### src/rtl/dist_ram_stream_ctrl.sv
// dist_ram_stream_ctrl
//   Packet store-and-forward controller in front of an external 256x8
//   distributed RAM with asynchronous read. A packet is loaded from the
//   upstream byte stream, held until drain_start_in, then streamed out
//   downstream with valid/ready handshaking.
//
// Ports
//   clk_in, rst_n_in        clock, asynchronous active-low reset
//   s_valid_in/s_data_in/s_last_in/s_ready_out
//                           upstream byte stream
//   drain_start_in          request readout of the held packet
//   m_valid_out/m_data_out/m_last_out/m_ready_in
//                           downstream byte stream
//   ram_write_en_out, ram_address_out, ram_data_out, ram_rdata_in
//                           external RAM port
//   count_out               bytes stored (0..256)
//   overflow_err_out        sticky: 256 bytes accepted without s_last_in
//   checksum_out            XOR of packet bytes (only with DRAM_CHECKSUM_EN)
//
// Configuration macro: DRAM_CHECKSUM_EN
module dist_ram_stream_ctrl (
    input  logic       clk_in,
    input  logic       rst_n_in,
    input  logic       s_valid_in,
    input  logic [7:0] s_data_in,
    input  logic       s_last_in,
    output logic       s_ready_out,
    input  logic       drain_start_in,
    output logic       m_valid_out,
    output logic [7:0] m_data_out,
    output logic       m_last_out,
    input  logic       m_ready_in,
    output logic       ram_write_en_out,
    output logic [7:0] ram_address_out,
    output logic [7:0] ram_data_out,
    input  logic [7:0] ram_rdata_in,
    output logic [8:0] count_out,
    output logic       overflow_err_out
`ifdef DRAM_CHECKSUM_EN
    ,
    output logic [7:0] checksum_out
`endif
);

    typedef enum logic [1:0] {
        IDLE  = 2'd0,
        LOAD  = 2'd1,
        HOLD  = 2'd2,
        DRAIN = 2'd3
    } state_t;

    state_t     state;
    logic [7:0] wr_ptr;
    logic [7:0] rd_ptr;
    logic [8:0] count;
    logic       overflow;
    logic       accept;
    logic       in_drain;
    logic       last_beat;

    assign in_drain    = (state == DRAIN);
    assign s_ready_out = (state == IDLE) || (state == LOAD);

    // Gating with rst_n_in keeps the RAM write strobe quiet while reset is
    // held, even though s_ready_out already shows its IDLE value.
    assign accept = s_valid_in & s_ready_out & rst_n_in;

    // count holds up to 256, so the compare is done at 9 bits.
    assign last_beat = in_drain && ({1'b0, rd_ptr} == (count - 9'd1));

    assign ram_write_en_out = accept;
    assign ram_data_out     = s_data_in;
    assign ram_address_out  = in_drain ? rd_ptr : wr_ptr;

    // RAM is never written in DRAIN and rd_ptr only moves on a handshake,
    // so data/last stay stable through downstream stalls.
    assign m_valid_out = in_drain;
    assign m_data_out  = in_drain ? ram_rdata_in : '0;
    assign m_last_out  = last_beat;

    assign count_out        = count;
    assign overflow_err_out = overflow;

    always_ff @(posedge clk_in or negedge rst_n_in) begin
        if (!rst_n_in) begin
            state    <= IDLE;
            wr_ptr   <= '0;
            rd_ptr   <= '0;
            count    <= '0;
            overflow <= 1'b0;
        end else begin
            case (state)
                IDLE: begin
                    if (accept) begin
                        wr_ptr   <= wr_ptr + 8'd1;
                        count    <= count + 9'd1;
                        overflow <= 1'b0;
                        state    <= s_last_in ? HOLD : LOAD;
                    end
                end
                LOAD: begin
                    if (accept) begin
                        wr_ptr <= wr_ptr + 8'd1;
                        count  <= count + 9'd1;
                        if (s_last_in) begin
                            state <= HOLD;
                        end else if (count == 9'd255) begin
                            // 256th byte without an end marker: RAM is full.
                            state    <= HOLD;
                            overflow <= 1'b1;
                        end
                    end
                end
                HOLD: begin
                    if (drain_start_in) begin
                        rd_ptr <= '0;
                        state  <= DRAIN;
                    end
                end
                DRAIN: begin
                    if (m_ready_in) begin
                        rd_ptr <= rd_ptr + 8'd1;
                        if (last_beat) begin
                            wr_ptr <= '0;
                            count  <= '0;
                            state  <= IDLE;
                        end
                    end
                end
                default: state <= IDLE;
            endcase
        end
    end

`ifdef DRAM_CHECKSUM_EN
    always_ff @(posedge clk_in or negedge rst_n_in) begin
        if (!rst_n_in) begin
            checksum_out <= '0;
        end else if (accept) begin
            if (state == IDLE) begin
                checksum_out <= s_data_in;
            end else begin
                checksum_out <= checksum_out ^ s_data_in;
            end
        end
    end
`endif

endmodule
### config.mk
export PLATFORM = sky130hd
export DESIGN_NAME = dist_ram_stream_ctrl
export DESIGN_NICKNAME = d
export VERILOG_FILES = /design/src/rtl/dist_ram_stream_ctrl.sv
export SDC_FILE = /design/constraint.sdc
export NUM_CORES = 1
export LEC_CHECK = 0
export BUFFER_PORTS_ARGS = -buffer_cell sky130_fd_sc_hd__buf_4
export CAP_MARGIN = 20
export CELL_PAD_IN_SITES_DETAIL_PLACEMENT = 0
export CELL_PAD_IN_SITES_GLOBAL_PLACEMENT = 1
export CORE_MARGIN = 2
export CORE_UTILIZATION = 39
export CTS_CLUSTER_SIZE = 14
export DETAILED_ROUTE_END_ITERATION = 8
export GPL_TIMING_DRIVEN = 0
export PLACE_DENSITY = 0.9
export SYNTH_ARGS = -nofsm -noshare
export SYNTH_HDL_FRONTEND = slang
export SYNTH_SLANG_ARGS = --single-unit
### constraint.sdc
create_clock -name clk_in -period 3.02 [get_ports clk_in]
set_clock_uncertainty 0.2 [all_clocks]
set_input_delay 0.302 -clock clk_in [delete_from_list [all_inputs] [get_ports clk_in]]
set_output_delay 0.302 -clock clk_in [all_outputs]
set_load 0.1 [all_outputs]
==> results of run 1 <==
==> synth_stat cells, types with 8 or more instances <==
cell type / n / area [um^2]
dfrtp_1: 28 / 701
nand2_1: 28 / 105
nand3_1: 14 / 70.1
buf_4: 12 / 90.1
inv_1: 12 / 45.0
nor2_1: 12 / 45.0
nor3_1: 12 / 60.1
o21ai_0: 10 / 50.1
and2_1: 9 / 56.3
ha_1: 9 / 113
mux2_2: 9 / 101
a21oi_1: 8 / 40.0
xor2_1: 8 / 70.1
==> layer usage <==
metal	track usage [%]	share of wire, %	vias up
li1	-	-	1009
met1	24.9	45	945
met2	29.5	48	70
met3	2.81	6.2	6
met4	3.22	1.1	0
met5	0	0	-
==> cell families (layout without fill, tap and decap cells) <==
kind of cell    after synthesis  count (layout)  synth area share, %
simple gates                107             107                 25.6
compound gates               43              43                 14.9
buf+inv                      36             100                 9.78
flops                        28              28                 30.9
mux                          17              17                 8.07
xor+xnor                     13              13                 5.75
fa+ha+maj                     9               9                 4.97
==> stage by stage <==
stage	util, %	TNS, ns	hold slack, ns	area, um^2
floorplan	-	-0.0461	-0.194	2270
global placement	49.3	0	0.0556	2750
detailed placement	49.3	-0.00432	0.0572	2750
CTS	51.1	0	0.148	2850
global route	52.1	0	0.147	2910
finish	52.1	0	0.150	2910
==> state kept, by name, summed over array words and instances, names as in the netlist <==
register,cells
rd_ptr,8
wr_ptr,8
overflow_err_out,1
state,2
count_out,9
==> placed cells by master (no fill, tap or decap), types with 2 or more instances in the layout <==
master,instances
nor3_1,12
buf_6,6
nand2b_1,3
mux2i_1,7
buf_12,2
or3_1,3
inv_1,12
nand4_1,5
nand4_2,2
or2b_1,2
a22o_2,2
a21oi_1,8
dfrtp_4,2
and3_1,3
nor2_1,11
nor3b_1,3
clkbuf_8,3
buf_4,70
ha_1,8
xor2_1,8
mux2_2,9
o21ai_1,8
or2_2,3
o21ai_0,9
nand2_1,28
xnor2_1,4
nand3_1,14
clkbuf_1,4
a211o_1,2
dfrtp_1,26
nor2_2,2
buf_2,2
and2_1,9
==> repair_timing <==
action                                 in CTS  in global routing
endpoints found under the hold margin      28                  0
setup endpoints to repair                   2                 16
setup buffers                               3                  7
pin swaps                                   5                  4
resized for setup                           7                  2
hold buffers                                2                  0
==> critical path, cell delays in order, from the launching register on <==
cell and delay (ns):
dfrtp_4 0.53, inv_1 0.07, ha_1 0.15, buf_6 0.13, nand2_1 0.07, o31ai_2 0.23, nand4_1 0.20, a311oi_4 0.31
buf_4 0.18, a41oi_4 0.18, or4b_1 0.55, nand2_1 0.08
==> area by class of cell <==
type	count	area share, %
Multi-Input combinational cell	189	46.6
Clock buffer	3	1.42
Timing Repair Buffer	63	17.2
Buffer	22	5.77
Inverter	12	1.55
Sequential cell	28	24.4
Tap cell	72	3.10
==> final timing paths <==
path                                              startpoint                      endpoint  slack [ns]  cells after the start
worst max-delay path                count_out[0]$_DFFE_PN0P_         wr_ptr[4]$_DFFE_PN0P_        0.08                     11
worst min-delay path                               s_last_in          state[1]$_DFFE_PN0P_        0.15                      3
worst max register to register      count_out[0]$_DFFE_PN0P_         wr_ptr[4]$_DFFE_PN0P_        0.08                     11
worst min register to register  overflow_err_out$_DFFE_PN0P_  overflow_err_out$_DFFE_PN0P_        0.30                      1
max in group asynchronous                           rst_n_in      count_out[1]$_DFFE_PN0P_        2.11                      3
min in group asynchronous                           rst_n_in      count_out[0]$_DFFE_PN0P_        0.33                      3
==> results_dict.tcl, run 1 <==
set metrics [dict create \
    status "finished, final reports clean" \
    dieArea_um2 6430 \
    totalWireLength_um 5510 \
    async_flop_share_pct 100 \
    grt_pass1_vias 1845 \
    clk_latency_ns 0.28 \
    fmax_ghz 0.340 \
    diodes 0 \
    antenna_found_initial 0 \
    gp_congestion 0.898 \
    final_nets 350 \
    dp_worst_setup_slack_ns -0.00432 \
    cts.htree.levels 1 \
    numCtsBuffers 3 \
    hpwlAfterDp_um 4010 \
    grt_setup_unrepaired "false" \
    grt_pass1_wl_um 9000 \
    min_period_over_period_pct 97.3 \
    port_buffers 51 \
    vias 2030 \
    track_usage_pct 17.9 \
    syn_inst 253 \
    yosysWarnings 0 \
    cap_violations 0 \
    grt_max_degree 29 \
    hold_path_class "input pin to register" \
    fp.dieH_um 80.2 \
    numClockSinks 28 \
    io_pins 60 \
    setup-violations-final 0 \
    ff_latch_area_um2 708 \
    critPathKind "register to register" \
    avgViaCountPerCell 5.22 \
    die_w_um 80.2 \
    cp-end-kind "register" \
    syn_nets 284 \
    ys.flop_type "dfrtp_1" \
    final-hold-violation-count 0 \
    avgSynthCellArea_um2 8.95 \
    core-area_um2 5570 \
    cp.required_ns 3.04 \
    slew_viol_final 0 \
    ys_types 53 \
    multiInputGateArea_um2 1350 \
    clkSlewWorstSetupHoldPaths_ns 0.10 \
    synth_enable_flop_cells 0 \
    clk_path_buf_depth 2 \
    fin_crit_ns 2.94 \
    max_slew_margin_pct 57.7 \
    worst_slew_pin_slew_ns 0.629 \
    synth-seq-cells 28 \
    arrival_ns 2.96 \
    instances_no_fill 389 \
    dr.pass1.iters 6 \
    cts_root_buffer "clkbuf_8" \
    postRouteAntennaNets 0 \
    worstPathMaxFanout 9 \
    fill_cells 535 \
    startpoint_type "register" \
    fin_ws_ns 0.0809 \
    synthesis.area_um2 2260 \
    start_util_pct 40.6 \
    fp-row-count 27 \
    area_growth_pct 28.3 \
    synth-seq-area-share_pct 30.9 \
    drtIter0Drc 142 \
    route.detailed.drc 0 \
    overflow 0 \
    drive_gt1_share_pct 36.0 \
    routedWlPerCell_um 14.2 \
    dp.cells 376 \
    cts_tree "built" \
]
Power of run 1 is not shown: default switching activity piles up to over one toggle a cycle in this logic, so the estimate is an artifact.
==> run 2, diff against run 1 <==
CELL_PAD_IN_SITES_DETAIL_PLACEMENT = 1   (was 0)
PLACE_DENSITY = default   (was 0.9)
PLACE_DENSITY_LB_ADDON = 0.2   (was default)
==> results_dict.tcl, run 2 (synthesized netlist as in run 1, its figures left out) <==
set metrics [dict create \
    gp_congestion 0.792 \
    top_layer "met4" \
    cts.htree.levels 1 \
    r2r_slack_ns 0.14 \
    numCtsBuffers 3 \
    totalWireLength_um 6510 \
    critPathKind "register to primary output" \
    track_usage_pct 21.4 \
    hold_path_class "input pin to register" \
    final-hold-violation-count 0 \
    avgViaCountPerCell 5.29 \
    numClockSinks 28 \
    antenna_found_initial 0 \
    status "finished, final reports clean" \
    startpoint_type "register" \
    min_period_over_period_pct 96.3 \
    die_w_um 80.2 \
    reg2reg_from "count_out[0]$_DFFE_PN0P_" \
    clk_latency_ns 0.28 \
    cap_violations 0 \
    cts_root_buffer "clkbuf_8" \
    grt_max_degree 29 \
    vias 2069 \
    final_cell_area_um2 2940 \
    postRouteAntennaNets 0 \
    crit_path_start "count_out[0]$_DFFE_PN0P_" \
    post_dp_cell_area_um2 2750 \
    path_cells "inv_4 -> ha_4 -> buf_6 -> buf_4 -> o21ba_2 -> nand3b_1 -> a221oi_2 -> nand2_1 -> and4_4 -> buf_12" \
    cts_tree "built" \
    overflow 0 \
    start_util_pct 40.6 \
    routedWlPerCell_um 16.7 \
    fin_crit_ns 2.91 \
    drive_gt1_share_pct 38.2 \
    cp-end-kind "primary output" \
    critPathCapture "m_last_out" \
    clk_path_buf_depth 2 \
    fp.dieH_um 80.2 \
    final_nets 351 \
    worstPathMaxFanout 8 \
    r2r_end "wr_ptr[4]$_DFFE_PN0P_" \
    wl_met2_um 3210 \
    hpwlAfterDp_um 4650 \
    drtIter0Drc 79 \
    max_slew_margin_pct 57.7 \
    worst_slew_pin_slew_ns 0.629 \
    slew_viol_final 0 \
    fp-row-count 27 \
    dieArea_um2 6430 \
    core-area_um2 5570 \
    grt_pass1_vias 2143 \
    route.detailed.drc 0 \
    utilization_pct 52.8 \
    r2r_cells 11 \
    met1_length_um 2900 \
    layout_common_cells "buf_4, nand2_1, dfrtp_1" \
    clkSlewWorstSetupHoldPaths_ns 0.10 \
    port_buffers 51 \
    cp.required_ns 2.52 \
    arrival_ns 2.41 \
    slowest_stage "dfrtp_4" \
    setup-violations-final 0 \
    fmax_ghz 0.344 \
    final_common_cell "buf_4" \
    largest_reg_flops 9 \
    dr.pass1.iters 4 \
    grt_pass1_wl_um 10500 \
    slowest_delay_ns 0.54 \
    area_growth_pct 29.9 \
    wl_met3_um 317 \
    io_pins 60 \
    diodes 0 \
]
[run 2: layout make-up]
class | count | area (um^2)
clock buffer | 4 | 45.0
inverter | 12 | 47.5
buffer | 22 | 169
tap | 72 | 90.1
timing repair buffer | 64 | 508
fill | 677 | 2630
multi-input combinational | 189 | 1370
sequential | 28 | 708
[run 2: per-stage QoR]
| step | instances | TNS [ns] | worst slack [ns] | hold slack [ns] |
|---|---|---|---|---|
| floorplan | 253 | -0.0461 | -0.0461 | -0.194 |
| global placement | 376 | -0.00636 | -0.00636 | 0.0678 |
| detailed placement | 376 | -0.0439 | -0.0439 | 0.0685 |
| CTS | 383 | 0 | 0.0390 | 0.156 |
| global route | 391 | -0.0274 | -0.0146 | 0.182 |
| finish | 391 | 0 | 0.112 | 0.159 |
[run 2: timing repair]
| item | in CTS | in global routing |
|---|---|---|
| pin swaps | 4 | 5 |
| gates cloned | 0 | 0 |
| resized for setup | 7 | 12 |
| setup buffers | 3 | 8 |
| hold buffers | 2 | 0 |
| setup endpoints to repair | 3 | 23 |
| hold endpoints to repair | 28 | 0 |
[run 2: routing by layer]
metal  GRT usage (%)  up-vias
li1                -     1005
met1            26.6      999
met2            38.4       59
met3            2.58        6
met4            6.27        0
met5               0        -
[run 2: worst max-delay path: cells and delay by family (launching register included)]
family,cells,cell delay (ns)
flip-flops,1,0.54
AO/OA/AOI/OAI,2,0.51
AND/OR/NAND/NOR,3,0.48
buffers and inverters,4,0.46
adder cells (fa/ha/maj),1,0.12
[run 2: how the worst min path moves through the flow]
stage               from                       end  slack, ns  cells after the start
4_1_cts        s_last_in      state[1]$_DFFE_PN0P_       0.16                      3
3_3_place_gp    rst_n_in     rd_ptr[0]$_DFFE_PN0P_       0.07                      1
2_1_floorplan   rst_n_in  count_out[2]$_DFFE_PN0P_      -0.19                      0
6_report       s_last_in      state[1]$_DFFE_PN0P_       0.16                      3
5_1_grt        s_last_in      state[1]$_DFFE_PN0P_       0.18                      3
3_5_place_dp    rst_n_in     rd_ptr[0]$_DFFE_PN0P_       0.07                      1
Power of run 2 is left out for the same reason.
==> run 3, diff against run 2 <==
CORE_MARGIN = 3   (was 2)
CORE_UTILIZATION = 41   (was 39)
CTS_BUF_LIST = sky130_fd_sc_hd__clkbuf_4 sky130_fd_sc_hd__clkbuf_8   (was default)
==> results_dict.tcl, run 3 (synthesized netlist as in run 1, its figures left out) <==
set metrics [dict create \
    min_period_over_period_pct 96.4 \
    io_pins 60 \
    numClockSinks 28 \
    fin_crit_ns 2.91 \
    max_slew_margin_pct 57.5 \
    hold_path_class "input pin to register" \
    cts.htree.levels 1 \
    cap_violations 0 \
    area_growth_pct 29.2 \
    route.detailed.drc 0 \
    core-area_um2 5240 \
    die_w_um 80.3 \
    grt_max_degree 29 \
    dr.pass1.iters 4 \
    overflow 0 \
    status "finished, final reports clean" \
    fill_cells 630 \
    dp_worst_setup_slack_ns -0.0270 \
    cts_root_buffer "clkbuf_8" \
    numCtsBuffers 3 \
    largest_reg_flops 9 \
    path_cells "inv_1 -> ha_2 -> buf_6 -> nand2_1 -> o31ai_2 -> nand4_1 -> a311oi_4 -> and4_4 -> buf_12" \
    slowest_stage "dfrtp_4" \
    layout_common_cells "buf_4, nand2_1, dfrtp_1" \
    vias 2112 \
    gp_congestion 0.795 \
    postRouteAntennaNets 0 \
    track_usage_pct 20.7 \
    utilization_pct 55.9 \
    fmax_ghz 0.343 \
    final-hold-violation-count 0 \
    startpoint_type "register" \
    diodes 0 \
    cts_tree "built" \
    setup-violations-final 0 \
    critPathBufInv 3 \
    grt_pass1_vias 2172 \
    totalWireLength_um 6510 \
    clk_latency_ns 0.28 \
    dieArea_um2 6450 \
    clk_path_buf_depth 2 \
    final_nets 350 \
    drive_gt1_share_pct 36.8 \
    avgViaCountPerCell 5.44 \
    port_buffers 51 \
    worst_slew_pin_slew_ns 0.638 \
    grt_pass1_wl_um 10500 \
    clkSlewWorstSetupHoldPaths_ns 0.11 \
    arrival_ns 2.41 \
    r2r_slack_ns 0.13 \
    drtIter0Drc 52 \
    antenna_found_initial 0 \
    fin_ws_ns 0.107 \
    start_util_pct 43.2 \
    hpwlAfterDp_um 4780 \
    slowest_delay_ns 0.52 \
    worstPathMaxFanout 8 \
    cp.required_ns 2.52 \
    slew_viol_final 0 \
    final_common_cell "buf_4" \
    critPathKind "register to primary output" \
    routedWlPerCell_um 16.8 \
    fp-row-count 26 \
    cp-end-kind "primary output" \
    fp.dieH_um 80.3 \
    cp_top_family "simple AND/OR/NAND/NOR gates" \
]
-- run 3: cell types whose count changed in the layout (fill, tap and decap cells not counted), sizes merged --
cell and change:
buf -1
-- run 3: path summary, 6_finish.rpt --
| path | start | to | cells after the start |
|---|---|---|---|
| max in group asynchronous | rst_n_in | count_out[0]$_DFFE_PN0P_ | 3 |
| worst max register to register | count_out[0]$_DFFE_PN0P_ | wr_ptr[4]$_DFFE_PN0P_ | 11 |
| worst max-delay path | count_out[0]$_DFFE_PN0P_ | m_last_out | 9 |
| min in group asynchronous | rst_n_in | count_out[7]$_DFFE_PN0P_ | 3 |
| worst min register to register | overflow_err_out$_DFFE_PN0P_ | overflow_err_out$_DFFE_PN0P_ | 1 |
| worst min-delay path | s_last_in | state[1]$_DFFE_PN0P_ | 3 |
-- run 3: tightest hold or removal path, cell delays in order --
cell and delay, ns:
buf_4 0.10, mux2i_1 0.06, mux2i_1 0.12
-- run 3: repair_timing --
action                     4_1_cts  5_1_grt
buffers inserted                 5        5
hold buffers                     2        0
pin swaps                        6        4
hold endpoints to repair        28        0
gates resized for setup          6        6
gates cloned                     0        0
setup endpoints to repair        5       17
-- run 3: through the flow --
step | hold WS, ns | setup TNS (ns) | instance area [um^2] | cells
final | 0.151 | 0 | 2930 | 388
after global routing | 0.171 | -0.00528 | 2930 | 388
after CTS | 0.159 | 0 | 2870 | 383
after detailed placement | 0.0624 | -0.0327 | 2750 | 374
after global placement | 0.0627 | 0 | 2750 | 374
after floorplan | -0.194 | -0.0461 | 2270 | 253
-- run 3: cell type report --
class,count,area (um^2),share of cell area [%]
Clock buffer,4,55.1,1.88
Tap cell,70,87.6,2.99
Timing Repair Buffer,63,504,17.2
Inverter,12,45.0,1.54
Multi-Input combinational cell,189,1360,46.4
Buffer,22,168,5.73
Sequential cell,28,708,24.2
-- run 3: metal layers --
| metal | global-route usage [%] | vias up | wire [um] |
|---|---|---|---|
| met2 | 37.3 | 55 | 3170 |
| met4 | 5.41 | 0 | 95 |
| met5 | 0 | - | 0 |
| li1 | - | 1012 | - |
| met3 | 2.47 | 8 | 239 |
| met1 | 26.1 | 1037 | 3010 |
Power of run 3 is left out for the same reason.
